## src/rtl/alu_seq_pkg.sv

```systemverilog
// Shared constants for the TSC sequential ALU: opcodes, function codes and FSM states.
// FUNC_DIV is only decoded when ALU_DIV_EN is defined.
package alu_seq_pkg;

    localparam int WORD_SIZE = 16;

    localparam logic [3:0] OP_BNE = 4'd0;
    localparam logic [3:0] OP_BEQ = 4'd1;
    localparam logic [3:0] OP_BGZ = 4'd2;
    localparam logic [3:0] OP_BLZ = 4'd3;
    localparam logic [3:0] OP_ADI = 4'd4;
    localparam logic [3:0] OP_ORI = 4'd5;
    localparam logic [3:0] OP_LHI = 4'd6;
    localparam logic [3:0] OP_LWD = 4'd7;
    localparam logic [3:0] OP_SWD = 4'd8;
    localparam logic [3:0] OP_ALU = 4'd15;

    localparam logic [5:0] FUNC_ADD  = 6'd0;
    localparam logic [5:0] FUNC_SUB  = 6'd1;
    localparam logic [5:0] FUNC_AND  = 6'd2;
    localparam logic [5:0] FUNC_ORR  = 6'd3;
    localparam logic [5:0] FUNC_NOT  = 6'd4;
    localparam logic [5:0] FUNC_TCP  = 6'd5;
    localparam logic [5:0] FUNC_SHL  = 6'd6;
    localparam logic [5:0] FUNC_SHR  = 6'd7;
    localparam logic [5:0] FUNC_MUL  = 6'd8;
    localparam logic [5:0] FUNC_DIV  = 6'd9;
    localparam logic [5:0] FUNC_SLLV = 6'd10;
    localparam logic [5:0] FUNC_SRAV = 6'd11;

    typedef enum logic [1:0] {
        ALU_ST_IDLE = 2'd0,
        ALU_ST_CALC = 2'd1,
        ALU_ST_DONE = 2'd2
    } aluState_t;

    function automatic logic isBranchOp(input logic [3:0] op);
        return (op == OP_BNE) || (op == OP_BEQ) || (op == OP_BGZ) || (op == OP_BLZ);
    endfunction

endpackage

```

## src/rtl/alu_muldiv_iter.sv

```systemverilog
// Iterative unsigned multiplier (shift-add) and restoring divider sharing one adder.
// The divide step is built only when ALU_DIV_EN is defined.
module alu_muldiv_iter
    import alu_seq_pkg::*;
#(
    parameter int WIDTH = WORD_SIZE
)
(
    input  logic             clk,
    input  logic             rst_n,
    input  logic             i_start,
`ifdef ALU_DIV_EN
    input  logic             i_isDiv,
`endif
    input  logic [WIDTH-1:0] i_a,
    input  logic [WIDTH-1:0] i_b,
    output logic             o_lastStep,
    output logic [WIDTH-1:0] o_nextLo,
    output logic [WIDTH-1:0] o_nextHi
);

    localparam int CNT_W = $clog2(WIDTH + 1);

    logic [WIDTH-1:0] r_hi;
    logic [WIDTH-1:0] r_lo;
    logic [WIDTH-1:0] r_op;
    logic [CNT_W-1:0] r_count;
    logic [WIDTH-1:0] w_nextHi;
    logic [WIDTH-1:0] w_nextLo;

`ifdef ALU_DIV_EN
    logic             r_isDiv;
    logic [WIDTH:0]   w_addA;
    logic [WIDTH:0]   w_addB;
    logic [WIDTH+1:0] w_sum;

    // Divide reuses the adder as a subtractor; the top carry means "no borrow".
    assign w_addA = r_isDiv ? {r_hi, r_lo[WIDTH-1]} : {1'b0, r_hi};
    assign w_addB = r_isDiv ? ~{1'b0, r_op} : {1'b0, r_op};
    assign w_sum  = {1'b0, w_addA} + {1'b0, w_addB} + {{(WIDTH+1){1'b0}}, r_isDiv};
`else
    logic [WIDTH:0]   w_sum;

    assign w_sum = {1'b0, r_hi} + {1'b0, r_op};
`endif

    always_comb begin
        w_nextHi = r_hi;
        w_nextLo = r_lo;
`ifdef ALU_DIV_EN
        if (r_isDiv) begin
            if (w_sum[WIDTH+1]) begin
                w_nextHi = w_sum[WIDTH-1:0];
                w_nextLo = {r_lo[WIDTH-2:0], 1'b1};
            end else begin
                w_nextHi = {r_hi[WIDTH-2:0], r_lo[WIDTH-1]};
                w_nextLo = {r_lo[WIDTH-2:0], 1'b0};
            end
        end else
`endif
        if (r_lo[0]) begin
            w_nextHi = w_sum[WIDTH:1];
            w_nextLo = {w_sum[0], r_lo[WIDTH-1:1]};
        end else begin
            w_nextHi = {1'b0, r_hi[WIDTH-1:1]};
            w_nextLo = {r_hi[0], r_lo[WIDTH-1:1]};
        end
    end

    always_ff @(posedge clk or negedge rst_n) begin
        if (!rst_n) begin
            r_hi    <= '0;
            r_lo    <= '0;
            r_op    <= '0;
            r_count <= '0;
`ifdef ALU_DIV_EN
            r_isDiv <= 1'b0;
`endif
        end else if (i_start) begin
            r_hi    <= '0;
            r_lo    <= i_a;
            r_op    <= i_b;
            r_count <= CNT_W'(WIDTH);
`ifdef ALU_DIV_EN
            r_isDiv <= i_isDiv;
`endif
        end else if (r_count != '0) begin
            r_hi    <= w_nextHi;
            r_lo    <= w_nextLo;
            r_count <= r_count - CNT_W'(1);
        end
    end

    assign o_lastStep = (r_count == CNT_W'(1));
    assign o_nextLo   = w_nextLo;
    assign o_nextHi   = w_nextHi;

endmodule

```

## src/rtl/alu_seq.sv

```systemverilog
// Handshaked execution unit: single-cycle ALU ops plus iterative MUL/DIV via alu_muldiv_iter.
// Define ALU_DIV_EN to build the divider; otherwise FUNC_DIV decodes as an undefined function.
module alu_seq
    import alu_seq_pkg::*;
#(
    parameter int WIDTH = WORD_SIZE
)
(
    input  logic             clk,
    input  logic             Reset_N,
    input  logic             in_valid,
    output logic             in_ready,
    input  logic [3:0]       Opcode,
    input  logic [5:0]       FuncCode,
    input  logic [WIDTH-1:0] read1,
    input  logic [WIDTH-1:0] ALUinput,
    output logic             out_valid,
    input  logic             out_ready,
    output logic [WIDTH-1:0] ALUresult,
    output logic [WIDTH-1:0] ALUresult_hi,
    output logic             Bcond
);

    localparam int SHAMT_W = $clog2(WIDTH);

    aluState_t          r_state;
    logic [WIDTH-1:0]   r_result;
    logic [WIDTH-1:0]   r_resultHi;
    logic               r_bcond;

    logic               w_accept;
    logic               w_start;
    logic [WIDTH-1:0]   w_res;
    logic [WIDTH-1:0]   w_resHi;
    logic               w_bcond;
    logic [SHAMT_W-1:0] w_shamt;
    logic               w_lastStep;
    logic [WIDTH-1:0]   w_stepLo;
    logic [WIDTH-1:0]   w_stepHi;
`ifdef ALU_DIV_EN
    logic               w_isDiv;
`endif

    assign in_ready  = (r_state == ALU_ST_IDLE) | ((r_state == ALU_ST_DONE) & out_ready);
    assign out_valid = (r_state == ALU_ST_DONE);
    assign w_accept  = in_valid & in_ready;
    assign w_shamt   = ALUinput[SHAMT_W-1:0];

    always_comb begin
        w_res   = '0;
        w_resHi = '0;
        w_bcond = 1'b0;
        w_start = 1'b0;
`ifdef ALU_DIV_EN
        w_isDiv = 1'b0;
`endif
        case (Opcode)
            OP_ALU: begin
                case (FuncCode)
                    FUNC_ADD:  w_res = read1 + ALUinput;
                    FUNC_SUB:  w_res = read1 - ALUinput;
                    FUNC_AND:  w_res = read1 & ALUinput;
                    FUNC_ORR:  w_res = read1 | ALUinput;
                    FUNC_NOT:  w_res = ~read1;
                    FUNC_TCP:  w_res = -read1;
                    FUNC_SHL:  w_res = {read1[WIDTH-2:0], 1'b0};
                    FUNC_SHR:  w_res = {read1[WIDTH-1], read1[WIDTH-1:1]};
                    FUNC_SLLV: w_res = read1 << w_shamt;
                    FUNC_SRAV: w_res = $unsigned($signed(read1) >>> w_shamt);
                    FUNC_MUL:  w_start = 1'b1;
`ifdef ALU_DIV_EN
                    // Divide by zero resolves immediately instead of iterating.
                    FUNC_DIV: begin
                        if (ALUinput == '0) begin
                            w_res   = '1;
                            w_resHi = read1;
                        end else begin
                            w_start = 1'b1;
                            w_isDiv = 1'b1;
                        end
                    end
`endif
                    default:   w_res = '1;
                endcase
            end
            OP_ADI, OP_LWD, OP_SWD: w_res = read1 + ALUinput;
            OP_ORI: w_res = read1 | {{(WIDTH/2){1'b0}}, ALUinput[WIDTH/2-1:0]};
            OP_LHI: w_res = {ALUinput[WIDTH/2-1:0], {(WIDTH/2){1'b0}}};
            OP_BNE: w_bcond = (read1 != ALUinput);
            OP_BEQ: w_bcond = (read1 == ALUinput);
            OP_BGZ: w_bcond = !read1[WIDTH-1] && (read1 != '0);
            OP_BLZ: w_bcond = read1[WIDTH-1];
            default: ;
        endcase
    end

    alu_muldiv_iter #(.WIDTH(WIDTH)) u_muldiv (
        .clk        (clk),
        .rst_n      (Reset_N),
        .i_start    (w_accept & w_start),
`ifdef ALU_DIV_EN
        .i_isDiv    (w_isDiv),
`endif
        .i_a        (read1),
        .i_b        (ALUinput),
        .o_lastStep (w_lastStep),
        .o_nextLo   (w_stepLo),
        .o_nextHi   (w_stepHi)
    );

    // DONE accepts the next op on the same edge the consumer takes the result.
    always_ff @(posedge clk or negedge Reset_N) begin
        if (!Reset_N) begin
            r_state    <= ALU_ST_IDLE;
            r_result   <= '0;
            r_resultHi <= '0;
            r_bcond    <= 1'b0;
        end else begin
            case (r_state)
                ALU_ST_IDLE, ALU_ST_DONE: begin
                    if (w_accept) begin
                        if (w_start) begin
                            r_state    <= ALU_ST_CALC;
                            r_result   <= '0;
                            r_resultHi <= '0;
                            r_bcond    <= 1'b0;
                        end else begin
                            r_state    <= ALU_ST_DONE;
                            r_result   <= w_res;
                            r_resultHi <= w_resHi;
                            r_bcond    <= w_bcond;
                        end
                    end else if ((r_state == ALU_ST_DONE) && out_ready) begin
                        r_state <= ALU_ST_IDLE;
                    end
                end
                ALU_ST_CALC: begin
                    if (w_lastStep) begin
                        r_state    <= ALU_ST_DONE;
                        r_result   <= w_stepLo;
                        r_resultHi <= w_stepHi;
                    end
                end
                default: r_state <= ALU_ST_IDLE;
            endcase
        end
    end

    assign ALUresult    = r_result;
    assign ALUresult_hi = r_resultHi;
    assign Bcond        = r_bcond;

endmodule

```

## config.mk

```make
export PLATFORM = sky130hd
export DESIGN_NAME = alu_seq
export DESIGN_NICKNAME = d
export VERILOG_FILES = /design/src/rtl/alu_seq_pkg.sv /design/src/rtl/alu_muldiv_iter.sv /design/src/rtl/alu_seq.sv
export SDC_FILE = /design/constraint.sdc
export NUM_CORES = 1
export LEC_CHECK = 0
export ABC_AREA = 1
export CORE_MARGIN = 2
export CORE_UTILIZATION = 55
export CTS_BUF_LIST = sky130_fd_sc_hd__clkbuf_8 sky130_fd_sc_hd__clkbuf_16
export DETAILED_ROUTE_END_ITERATION = 16
export PLACE_DENSITY_LB_ADDON = 0.08
export SYNTH_ARGS = -nofsm -noshare
export SYNTH_HDL_FRONTEND = slang
export SYNTH_SLANG_ARGS = --single-unit
```

## constraint.sdc

```tcl
create_clock -name clk -period 1.9 [get_ports clk]
set_input_delay 0.475 -clock clk [delete_from_list [all_inputs] [get_ports clk]]
set_output_delay 0.475 -clock clk [all_outputs]
set_load 0.03 [all_outputs]
```

==> results.md, run 1 <==
Placed design:
- Before CTS, the worst setup slack after placement is -1190 ps.
- The post-detailed-placement half-perimeter wirelength is 34,200 µm.
- Routability-driven placement finished with a final weighted congestion of 1.16.
- The count of buffers inserted at the top-level ports is 80.

CTS:
- The clock drives 88 sinks.
- The total of hold buffers inserted after clock tree synthesis is 0.
- The cell at the root of the clock tree is sky130_fd_sc_hd__clkbuf_16.
- Counting along the longest clock path gives a buffer depth of 2.
- The CTS buffer count is 9.
- The clock tree synthesis step divided the H-tree into 3 levels.

Yosys:
- The distinct cell type count of the synthesized netlist is 51.
- Of all flip-flops after synthesis, the portion carrying an async set or reset was 1.00.
- Of the total synthesized cell area, the portion taken by full adders, half adders and majority gates is 0.0959.
- The dominant combinational cell family by area after synthesis is simple AND/OR/NAND/NOR gates.
- The basic-gate share of the synthesized area counting and, or, nand and nor cells is 0.411.
- After synthesis, the share of cell area in mux cells is 0.00104.
- The post-synthesis instance area is between 9000 and 10,000 µm².
- The most used flip-flop cell after synthesis is sky130_fd_sc_hd__dfrtp_1.
- The number of nets handed over by synthesis was 1,690.
- The share of the Yosys chip area taken by registers is 0.229.
- The area fraction in compound gates after synthesis is 0.152.
- The synthesized design contains 0 enable-type register cells.
- The total of flip-flops plus latches after synthesis is 88.
- Of the total synthesized cell area, the portion taken by XOR and XNOR cells is 0.0109.
- Synthesis handed over a netlist of 1,572 instances.
- Yosys printed 0 warnings.
- A synthesized cell averages between 6 and 7 µm².

Die:
- Measured along the x axis, the die boundary spans 136 µm.
- For this configuration, the core starts out at a cell density of 0.560.
- The cell row count is 48.
- The die extent in y is roughly 140 µm.
- 81 I/O pins were placed.

Global route:
- The remaining global-route overflow is 5.
- The number of global-route vias before repair is 15.9k.
- The global-route wire length before repair is 97,900 µm.
- In the global route stage, overall resource usage came out at 0.714.
- Entering global routing, the biggest net connects 33 pins.

Outcome:
- It got as far as 5_1_grt and failed there.
- The flow did not finish.
- The tool reported: "[ERROR GRT-0116] Global routing finished with congestion. Check the congestion regions in the DRC Viewer".
-- timing repair --
item                                    CTS
endpoints found under the setup margin   89
buffers inserted                         49
cloned                                    3
gates resized for setup                 490
pin swaps                               125
-- routing by layer --
metal  overflow  GRT usage
met1          1      0.727
met2          2      0.881
met5          0      0.383
met3          0      0.557
met4          2      0.646
-- kinds of logic after synthesis --
logic type	after synthesis
mux	1
flops	88
simple gates	915
buf+inv	231
fa+ha+maj	72
xor+xnor	12
compound gates	253
-- synth_stat cells (2+ instances only) --
cell type / number / area, µm²
sky130_fd_sc_hd__nor2_2: 11 / 68.8
sky130_fd_sc_hd__fa_1: 3 / 60.1
sky130_fd_sc_hd__o211ai_1: 9 / 67.6
sky130_fd_sc_hd__clkbuf_2: 2 / 10.0
sky130_fd_sc_hd__dfrtp_1: 88 / 2200
sky130_fd_sc_hd__o22ai_1: 24 / 150
sky130_fd_sc_hd__ha_1: 69 / 863
sky130_fd_sc_hd__o221ai_1: 18 / 158
sky130_fd_sc_hd__buf_4: 6 / 45.0
sky130_fd_sc_hd__buf_6: 3 / 33.8
sky130_fd_sc_hd__nand3_2: 2 / 20.0
sky130_fd_sc_hd__clkbuf_1: 21 / 78.8
sky130_fd_sc_hd__nor2_1: 151 / 567
sky130_fd_sc_hd__buf_1: 3 / 11.3
sky130_fd_sc_hd__a21o_1: 6 / 45.0
sky130_fd_sc_hd__nor3_1: 21 / 105
sky130_fd_sc_hd__nand3_1: 209 / 1050
sky130_fd_sc_hd__o31ai_1: 3 / 22.5
sky130_fd_sc_hd__inv_2: 19 / 71.3
sky130_fd_sc_hd__o2111ai_1: 3 / 26.3
sky130_fd_sc_hd__a21oi_1: 88 / 440
sky130_fd_sc_hd__nand4_1: 26 / 163
sky130_fd_sc_hd__and2_1: 7 / 43.8
sky130_fd_sc_hd__nand2_1: 463 / 1740
sky130_fd_sc_hd__xnor2_1: 5 / 43.8
sky130_fd_sc_hd__inv_1: 140 / 526
sky130_fd_sc_hd__or2_2: 10 / 62.6
sky130_fd_sc_hd__a22oi_1: 2 / 15.0
sky130_fd_sc_hd__o21ai_0: 73 / 365
sky130_fd_sc_hd__o21bai_1: 9 / 67.6
sky130_fd_sc_hd__nand2_2: 2 / 12.5
sky130_fd_sc_hd__buf_2: 32 / 160
sky130_fd_sc_hd__nand3b_1: 2 / 15.0
sky130_fd_sc_hd__clkinv_1: 4 / 15.0
sky130_fd_sc_hd__nor2_4: 6 / 67.6
sky130_fd_sc_hd__o21ai_1: 11 / 55.1
sky130_fd_sc_hd__xor2_1: 7 / 61.3
-- through the flow --
step / util / hold slack [ps] / setup TNS, ps / std cells / instance area [µm²]
after floorplan: - / 179 / -2690 / 1572 / 10000
after global placement: 0.752 / 394 / -42790 / 2100 / 12900
after detailed placement: 0.752 / 398 / -48730 / 2100 / 12900
after CTS: 0.862 / 36.2 / -1470 / 2166 / 14800
==> inputs of run 2 (changes only) <==
- CORE_UTILIZATION: 55 -> 40
- CTS_BUF_LIST: sky130_fd_sc_hd__clkbuf_8 sky130_fd_sc_hd__clkbuf_16 -> unset
- PLACE_DENSITY_LB_ADDON: 0.08 -> 0.15
- clock period: 1.9 -> 2.5 ns (I/O delays scaled with it)
==> run 2 against run 1 <==
The run now ends clean. Synthesized cell count did not move. Area after synthesis did not move.
==> results.md, run 2 <==
Layout:
- The library cell used most frequently in the layout, excluding fill and tap cells, is sky130_fd_sc_hd__nand2_1.
- The repair_antennas step left the layout with diodes totalling 0.
- In the final layout, flip-flops and latches occupy 2200 µm².
- The fill cell total of the finished layout is 2,384.
- The area added between synthesis and finish is 42.1%.
- At the end of the flow the core is filled with cells to 0.581.
- For this run, the post-layout net count is 1,986.
- Summing all multi-input logic gate instances after layout gives 7110 µm².
- The cell area after layout is 13,700 µm².
- In the final layout, the share of cells above drive strength 1 is 0.259.
- The library cells used most frequently in the layout, excluding fill and tap cells, are 437 x sky130_fd_sc_hd__nand2_1, 255 x sky130_fd_sc_hd__buf_4, 193 x sky130_fd_sc_hd__nand3_1, 128 x sky130_fd_sc_hd__nor2_1, 122 x sky130_fd_sc_hd__inv_1.

Die:
- The region available for standard cell placement spans between 20,000 and 25,000 µm².
- Row generation in the floorplan step produced 56 rows.
- The floorplan step set the die width to 159 µm.
- The floorplan step set the die height to 159 µm.
- The die area is around 25,000 µm².
- For this configuration, the core starts out at a cell density of 0.409.
- Pin placement for this block handled 81 I/O pins.

Yosys:
- Among all cell types in the netlist, the one instantiated most often is sky130_fd_sc_hd__nand2_1.
- The mean cell area of the mapped netlist is about 6 µm².
- The post-synthesis instance area is 9620 µm².
- The async set-reset flop share out of synthesis is 1.00.
- In the synthesized netlist the dominant register cell turns out to be sky130_fd_sc_hd__dfrtp_1.
- The post-synthesis cell count is 1,572.
- The distinct cell type count of the synthesized netlist is 51.
- Yosys attributes the largest share of cell area to sky130_fd_sc_hd__dfrtp_1 23%, sky130_fd_sc_hd__nand2_1 18%, sky130_fd_sc_hd__nand3_1 11%.
- For this run, the number of Yosys warnings is 0.
- Sorting the synthesized cells by how often they occur yields 463 x sky130_fd_sc_hd__nand2_1, 209 x sky130_fd_sc_hd__nand3_1, 151 x sky130_fd_sc_hd__nor2_1.
- The portion of the post-synthesis area used by sequential elements is 0.229.
- The net count of the mapped netlist is approximately 1.7k.
- The library cell occupying the most area in the post-synthesis netlist is sky130_fd_sc_hd__dfrtp_1.
- The total of flip-flops plus latches after synthesis is 88.
- The number of flops mapped to enable cells by yosys is 0.
- The fraction of synthesized cell area taken by the top area cell type is 0.229.

Power:
- Dividing total power by cell area gives a power density of 503 nW/µm².
- Of the total power, combinational logic draws 0.493.
- The internal power is 3960 µW.
- The switching power summed over all nets is 2930 µW.
- The analysis attributes to cell leakage a power of 0.00686 µW.
- Of the total power, registers draw 0.297.
- The highest ir drop seen on vdd is 0.000343 V.
- The switching portion of total power is 0.425.
- The clock group share of total power is 0.210.

CTS:
- The CTS buffer count is 9.
- TritonCTS built the clock tree.
- The clock network latency to the later pin of the worst-skew pair is 350 ps.
- The total of hold buffers inserted after clock tree synthesis is 0.
- Counting every sink on the clock net gives 88.
- The cell at the root of the clock tree is sky130_fd_sc_hd__clkbuf_16.
- The clock tree synthesis step divided the H-tree into 3 levels.
- The number of buffers on the longest clock path is 2.
- The clock slew seen by the registers of the worst setup and hold paths is ~80 ps.

Outcome:
- The run finished with clean final reports.

Setup path:
- The number of buffers and inverters on the critical path is 4.
- Traced cell by cell, the critical path runs through dlygate4sd2_1 > buf_4 > buf_4 > nand2_1 > nand2_1 > o21ai_1 > buf_4 > nor2_1 > nand2_1 > nand2_1 > nor2_1 > nand4_1 > nand2_1 > nand2_1 > nand2_1 > a21oi_1.
- For the worst setup path, the data required time is 2730 ps.
- STA puts the critical path data arrival time at 2660 ps.
- The cell occurring most often along the worst timing path is sky130_fd_sc_hd__nand2_1.
- STA classifies the critical path startpoint as a primary input.
- The peak per-stage delay on the critical path is roughly 260 ps.
- The kind of cell adding the most delay to the critical path is simple AND/OR/NAND/NOR gates.
- The cell at the slowest stage of the critical path is sky130_fd_sc_hd__dlygate4sd2_1.
- The worst setup path is of the in -> reg kind.
- Along the worst path, the maximum fanout reaches 18.
- The worst setup path is captured at a flop.

Global route:
- The first global-routing pass estimated 64,800 µm of wire.
- Summed over all layers, the global routing overflow is 0.
- The maximum number of pins on one net before global-route repair is 35.
- The initial antenna violation count is 0.
- The overall global routing resource usage is 0.332.
- The number of global-route vias before repair is 11.3k.

Hold path:
- The type of the tightest min-delay check is in -> async.

Timing:
- The count of final max-slew check failures is 0.
- The number of hold violations in the final report is 0.
- After layout, the minimum clock period comes to 2420 ps.
- Clock skew on the completed layout was measured at between 15 and 20 ps.
- Headroom to the max-slew limit came out at 0.659.
- The setup-violating endpoint count in the final report is 0.
- At the pin with the least slew margin, the transition time is 509 ps.
- In the finished design, the share of the clock period the worst path needs comes to 0.969.
- Setup repair after global routing could not meet its margin everywhere.
- The maximum clock rate is a little over 400 MHz.
- In the final timing run, aggregate negative setup slack is 0 ps.

Placed design:
- Buffers placed on the I/O ports in this run total 80.
- The post-detailed-placement half-perimeter wirelength is 35,200 µm.
- The congestion estimate from routability-driven global placement came to 0.992.
- Once placement finished, the instance area stood at 12,600 µm².

Routing:
- Dividing the detail-routed via count by the number of cells gives 5.44.
- Summing over every cut layer, the via total after detailed routing is between 10k and 15k.
- For this block, the routed nets add up to 42,700 µm of wire.
- In the final routed layout, each cell accounts on average for between 15 and 20 µm.
- The detail route stage leaves a number of antenna-violating nets equal to 0.
- After detailed routing, the number of remaining DRC violations is 0.
- The number of iterations in the first detailed-routing pass is 5.
- The number of violations reported at the end of detailed-routing iteration 0 is 1,148.

Run:
- Across the run, the number of max-cap violations was 0.
==> run 2: cell families (layout without fill, tap and decap cells) <==
| kind of cell | Yosys count | count (layout) | synth area share |
|---|---|---|---|
| xor gates and xnor gates | 12 | 12 | 0.0109 |
| buffers and inverters | 231 | 532 | 0.0995 |
| DFF | 88 | 88 | 0.229 |
| AOI/OAI and AO/OA | 253 | 253 | 0.152 |
| and+or+nand+nor | 915 | 915 | 0.411 |
| adders and majority gates | 72 | 72 | 0.0959 |
| muxes | 1 | 1 | 0.00104 |
==> run 2: final cells by class <==
type	instances	area share
inverter	164	0.0457
multi-input combinational	1253	0.520
clock buffer	9	0.0165
timing repair buffer	352	0.222
sequential	88	0.161
clock inverter	7	0.00567
tap	319	0.0292
==> run 2: layer usage <==
layer	global-route usage	part of all wire	vias up
met1	0.434	0.43	5584
met3	0.0430	0.064	89
met5	0	0	-
met2	0.552	0.46	440
li1	-	-	5811
met4	0.144	0.046	0
==> run 2: path summary, 6_finish.rpt <==
check | from | cells past startpoint | end | slack (ps)
min in group clk | ALUresult_hi[8]$_DFFE_PN0P_ | 2 | ALUresult_hi[8]$_DFFE_PN0P_ | 480
max | ALUinput[0] | 16 | ALUresult[11]$_DFFE_PN0P_ | 80
min | Reset_N | 1 | u_muldiv.r_hi[9]$_DFFE_PN0P_ | 170
max in group asynchronous | Reset_N | 2 | u_muldiv.r_hi[7]$_DFFE_PN0P_ | 1770
max reg2reg | u_muldiv.r_hi[2]$_DFFE_PN0P_ | 12 | u_muldiv.r_hi[14]$_DFFE_PN0P_ | 240
min reg2reg | ALUresult_hi[8]$_DFFE_PN0P_ | 2 | ALUresult_hi[8]$_DFFE_PN0P_ | 480
==> run 2: power groups by stage <==
stage | Sequential (µW) | Combinational [µW] | Clock (µW)
after floorplan | 2080 | 1850 | 0
after global placement | 2050 | 3140 | 0
after detailed placement | 2060 | 3180 | 0
after CTS | 2040 | 3260 | 1460
after global routing | 2080 | 3730 | 1530
final | 2040 | 3390 | 1440
==> run 2: timing repair <==
item,4_1_cts,5_1_grt
setup buffers,2,4
endpoints found under the setup margin,16,19
cloned,0,0
pin swaps,15,37
gates resized for setup,78,132
==> run 2: stage by stage <==
stage,hold slack (ps),std cells,total power [µW],setup slack (ps)
2_1_floorplan,329,1572,3920,6.76
3_5_place_dp,466,2170,5230,-658
6_report,173,2192,6880,76.5
3_3_place_gp,459,2170,5190,-669
4_1_cts,178,2188,6760,-22.7
5_1_grt,197,2192,7340,-22.7
Power figures use the tool's default switching activity.
